===== config.mk =====
export PLATFORM = sky130hd
export DESIGN_NAME = hif_queue_reader
export DESIGN_NICKNAME = d
export VERILOG_FILES = /design/src/rtl/hif_q_pkg.sv /design/src/rtl/hif_ptr_wrap.sv /design/src/rtl/hif_queue_reader.sv
export SDC_FILE = /design/constraint.sdc
export NUM_CORES = 1
export LEC_CHECK = 0
export CORE_ASPECT_RATIO = 1.4
export CORE_MARGIN = 10
export CORE_UTILIZATION = 35
export CTS_CLUSTER_DIAMETER = 150
export DETAILED_ROUTE_END_ITERATION = 10
export PLACE_DENSITY_LB_ADDON = 0.05
export SETUP_SLACK_MARGIN = 0.5
export SLEW_MARGIN = 15
export SYNTH_ARGS = -nofsm -noshare
export SYNTH_HDL_FRONTEND = slang
export SYNTH_SLANG_ARGS = --single-unit

===== constraint.sdc =====
create_clock -name clk -period 1.41 [get_ports clk]
set_input_delay 0.141 -clock clk [delete_from_list [all_inputs] [get_ports clk]]
set_output_delay 0.141 -clock clk [all_outputs]
set_load 0.05 [all_outputs]

===== src/rtl/hif_q_pkg.sv =====
// hif_q_pkg: queue geometry, reader FSM states and modulo-DEPTH address increment
package hif_q_pkg;
    localparam int DEPTH  = 1536;
    localparam int ADDR_W = 11;
    localparam int DATA_W = 16;

    typedef enum logic [1:0] {IDLE, SEQ, DRAIN} rd_state_t;

    function automatic logic [ADDR_W-1:0] wrap_inc(input logic [ADDR_W-1:0] addr);
        return (addr == ADDR_W'(DEPTH - 1)) ? '0 : addr + 1'b1;
    endfunction
endpackage


===== src/rtl/hif_ptr_wrap.sv =====
// hif_ptr_wrap: loadable address counter wrapping DEPTH-1 -> 0; load wins over inc
module hif_ptr_wrap
    import hif_q_pkg::*;
(
    input  logic              clk,
    input  logic              rst,
    input  logic              load,
    input  logic [ADDR_W-1:0] ld_val,
    input  logic              inc,
    output logic [ADDR_W-1:0] value
);
    always_ff @(posedge clk) begin
        if (rst)
            value <= '0;
        else
            value <= load ? ld_val : inc ? wrap_inc(value) : value;
    end
endmodule


===== src/rtl/hif_queue_reader.sv =====
// hif_queue_reader: sweeps TAPS queue addresses from the oldest sample and streams them to the FIR.
// Optional OVERRUN_FLAG_EN adds sticky seq_overrun for sample pulses arriving mid-sequence.
module hif_queue_reader
    import hif_q_pkg::*;
#(
    parameter int TAPS = 1021
) (
    input  logic              clk,
    input  logic              rst,
    input  logic              wrt_smpl,
    input  logic              q_full,
    input  logic [ADDR_W-1:0] old_ptr,
    output logic [ADDR_W-1:0] raddr,
    input  logic [DATA_W-1:0] rdata,
    output logic [DATA_W-1:0] smpl_out,
    output logic              smpl_vld,
    output logic [ADDR_W-1:0] coeff_addr,
    output logic              sequencing,
    output logic              seq_done
`ifdef OVERRUN_FLAG_EN
    ,
    output logic              seq_overrun
`endif
);
    rd_state_t         state, state_nxt;
    logic [ADDR_W-1:0] tap_cnt;
    logic              start, issue, last;

    assign start = (state == IDLE) && wrt_smpl && q_full;
    assign issue = (state == SEQ);
    assign last  = issue && (tap_cnt == ADDR_W'(TAPS - 1));

    hif_ptr_wrap u_rd_ptr (
        .clk    (clk),
        .rst    (rst),
        .load   (start),
        .ld_val (old_ptr),
        .inc    (issue),
        .value  (raddr)
    );

    always_comb begin
        state_nxt  = state;
        sequencing = (state != IDLE);
        case (state)
            IDLE:    state_nxt = start ? SEQ : IDLE;
            SEQ:     state_nxt = last ? DRAIN : SEQ;
            default: state_nxt = IDLE;
        endcase
    end

    always_ff @(posedge clk) begin
        if (rst) begin
            state      <= IDLE;
            tap_cnt    <= '0;
            smpl_vld   <= 1'b0;
            coeff_addr <= '0;
            seq_done   <= 1'b0;
        end else begin
            state      <= state_nxt;
            tap_cnt    <= start ? '0 : (issue && !last) ? tap_cnt + 1'b1 : tap_cnt;
            smpl_vld   <= issue;
            coeff_addr <= issue ? tap_cnt : '0;
            seq_done   <= (state == DRAIN);
        end
    end

    // RAM data arrives one cycle after the address, already aligned with smpl_vld
    assign smpl_out = smpl_vld ? rdata : '0;

`ifdef OVERRUN_FLAG_EN
    always_ff @(posedge clk) begin
        if (rst)
            seq_overrun <= 1'b0;
        else if (wrt_smpl && state != IDLE)
            seq_overrun <= 1'b1;
    end
`endif
endmodule


==> summary.md <==
| Metric | Value |
|---|---|
| CP endpoint kind | `flip-flop` |
| Total Power | `2.687 mW` |
| CTS tree | `yes` |
| Synthesis-to-finish area growth | `127.2%` |
| Final Setup Violations | `6` |
| Hold_buf cts | `0` |
| Startpoint class of the critical path | `flip-flop` |
| YS warnings | `0` |
| Grt peak-use layer | `met2` |
| Number of flops mapped to enable cells by yosys | `0` |
| Util after Layout | `0.8122` |
| DRC Markers | `0` |
| Vias in the first global route | `2021` |
| Max-slew violation count | `0` |
| Boundary Pins | `72` |
| Status | `finished with violations` |
| CTS clk-pin slew, worst paths | `70 ps` |
| Dpl cell area | `3158 um^2` |
| Largest net degree at the start of global routing | `13` |
| Worst r2r path cells | `7` |
| Max_slew headroom | `0.7778` |
| Failing checks | `negative setup slack` |
| Top-area cell type share of the netlist area | `0.4312` |
| Dpl ws | `-131.0 ps` |
| Final nets | `345` |
| P_leak | `1.549 nW` |
| Flip-flop and latch count after synthesis | `37` |
| Avg Cell Area, Syn | `9.187 um^2` |
| Synth unique cells | `50` |
| Initial DRC Count | `95` |
| CTS Root Cell | `clkbuf_8` |
| Post-Syn Instances | `187` |
| Slew of the pin with the lowest slew margin | `332.6 ps` |
| Register area share after synthesis | `0.4312` |
| Cell Pwr Density | `688.5 nW/um^2` |
| Post-route cell area | `3902 um^2` |
| Asr flop ratio synth | `0` |
| Total Wirelength | `7083 um` |
| Peak VDD IR | `633.9 uV` |
| Cell taking the most area after synthesis | `dfxtp_1` |
| All-Layer GR Usage | `0.1588` |
| Die area | `8150 um^2` |
| Rows | `30` |
| Initial antenna violation count | `0` |
| CTS Buf Count | `5` |
| Post-DRT Antenna Nets | `0` |
| CTS sink cnt | `37` |
| Via count | `1938` |
| Core Region | `4805 um^2` |
| Ys flop type | `dfxtp_1` |
| Layout cells sized above 1 | `0.6987` |
| Die height | `102.9 um` |
| Die width | `79.21 um` |
| Crit path largest cell delay | `330 ps` |
| Max Clk Rate | `674.3 MHz` |
| WP data required | `1590 ps` |
| Starting Density | `0.3576` |
| RSZ-0062 raised after global routing | `true` |
| Vias per cell | `5.154` |
| Skew final | `8.432 ps` |
| Met1 usage | `0.1425` |
| Final worst slack | `-73.05 ps` |
| Crit-path max FO | `7` |
| GR Overflow Total | `0` |
| Final hold violation count | `0` |
| CP Class | `reg -> reg` |
| Worst path depth | `7` |
| Filler cells | `280` |
| Synth area leaders | `dfxtp_1 (43%), and2_1 (9.1%), xnor2_1 (3.6%)` |
| PortBufs | `71` |
| Crit path max-delay cell type | `dfxtp_2` |
| Post-DP HPWL | `4669 um` |
| Placer Congestion | `0.8230` |
| WHS Path Cells | `3` |
| H-Tree Depth | `2` |
| DRT Pass-1 Iters | `4` |
| Area occupied by registers | `818.3 um^2` |
| Synth Cell Area | `1718 um^2` |
| Clk buf depth | `2` |
| Multi-input gate area | `1355 um^2` |
| Post-synthesis net count | `221` |
| Crit path buffers/inverters | `2` |
| Crit path time final | `1483 ps` |
| Top Family by Delay on Critical Path | `flip-flops` |
| Wirelength per Cell | `18.84 um` |
| Cell Chain, Critical Path | `inv_2 -> ha_4 -> nand4b_4 -> o31ai_4 -> buf_6 -> xnor2_2 -> nor2_1` |
| Ant. Diodes | `0` |
| Crit share post-route | `1.052` |
| Global-route wire length before repair | `10120 um` |
| Skew-Pair Late Insertion Delay | `290 ps` |
| Hold Path Class | `in -> reg` |
| GR Util met3 | `0.03665` |
| Worst Path Arrival | `1670 ps` |
| GRT met2 Usage | `0.3304` |
| Max Cap Viol | `0` |
-- repair_timing --
item / CTS / global route
setup endpoints to repair: 77 / 77
pin swaps: 26 / 20
gates resized for setup: 100 / 30
setup buffers: 11 / 8
-- final timing paths --
| path | startpoint | end | slack (ps) |
|---|---|---|---|
| worst min register to register | tap_cnt[5] | tap_cnt[5] | 480 |
| worst min-delay path | old_ptr[2] | u_rd_ptr.value[2] | 400 |
| worst max register to register | tap_cnt[0] | tap_cnt[0] | -70 |
| worst max-delay path | tap_cnt[0] | tap_cnt[0] | -70 |
-- area by class of cell --
| cell class | instances | share of cell area |
|---|---|---|
| Clock buffer | 8 | 0.02853 |
| Inverter | 3 | 0.004809 |
| Multi-Input combinational cell | 142 | 0.3472 |
| Sequential cell | 37 | 0.2097 |
| Tap cell | 64 | 0.02052 |
| Timing Repair Buffer | 122 | 0.3892 |
-- flip-flops by register name (all words and copies together) (netlist names) --
register        count
coeff_addr         11
seq_done            1
smpl_vld            1
state               2
tap_cnt            11
u_rd_ptr.value     11
-- worst reg2reg max path: stages (launching register included) --
cell and delay, ps:
dfxtp_2 330, inv_2 80, ha_4 150, nand4b_4 190, o31ai_4 320, buf_6 150, xnor2_2 100, nor2_1 70
-- stage by stage --
step           instances  setup TNS [ps]  hold WS [ps]
2_1_floorplan        187               0         254.6
3_3_place_gp         349           -1283         459.0
3_5_place_dp         349           -1110         466.2
4_1_cts              368          -61.74         385.5
5_1_grt              376           -1058         413.6
6_report             376          -283.0         402.3
-- where the power goes --
group,switching [mW],total (mW),internal (mW)
Sequential,0.0386,1.10,1.06
Combinational,0.330,0.712,0.382
Clock,0.373,0.878,0.505
Total,0.742,2.69,1.95
-- synth_stat cells, drive strengths merged, types with 3 or more instances --
master,number
o21ai,6
a21oi,4
nand2,16
a22oi,3
and2,25
nor2,14
ha,3
nand3,5
a31oi,4
xnor2,7
nand2b,3
or2,3
dfxtp,37
nor3,7
clkbuf,3
nand4b,3
xor2,6
inv,3
-- metal layers --
metal / part of all wire / wire, um / vias to the layer above
met5: 0 / 0 / -
met4: 0.019 / 132 / 0
li1: - / - / 916
met1: 0.34 / 2431 / 951
met2: 0.59 / 4207 / 58
met3: 0.044 / 312 / 13
-- placed cells by master (no fill, tap or decap), types with 2 or more instances in the layout --
master	Yosys	routed
dfxtp_2	0	17
clkdlybuf4s50_1	0	28
ha_4	0	2
and2_4	0	25
a211oi_2	0	2
nand2b_4	0	2
a31oi_1	4	4
dlygate4sd2_1	0	2
dfxtp_1	37	5
nand2_2	0	3
dfxtp_4	0	15
buf_8	0	14
nor3_1	6	2
clkbuf_8	0	6
nand4b_1	2	2
o2111ai_2	0	2
nor3_4	0	4
o31ai_4	1	2
inv_2	0	2
a22oi_1	3	3
nand4_1	2	2
or2_4	0	3
nor2_2	1	2
xnor2_1	7	4
a21oi_2	0	3
nand3_1	5	2
o21ai_2	0	5
nand3_2	0	2
nand2_1	16	12
buf_6	0	20
mux2i_1	2	2
xor2_1	6	6
buf_12	0	28
buf_4	0	30
xnor2_2	0	3
nor2_1	13	11
-- cell families after synthesis --
family,after synthesis,share of synthesized area
compound gates,31,0.1355
flops,37,0.4312
mux,3,0.01821
buf+inv,8,0.01894
simple gates,92,0.3081
xor+xnor,13,0.06628
fa+ha+maj,3,0.02185
Power figures use the tool's default switching activity.
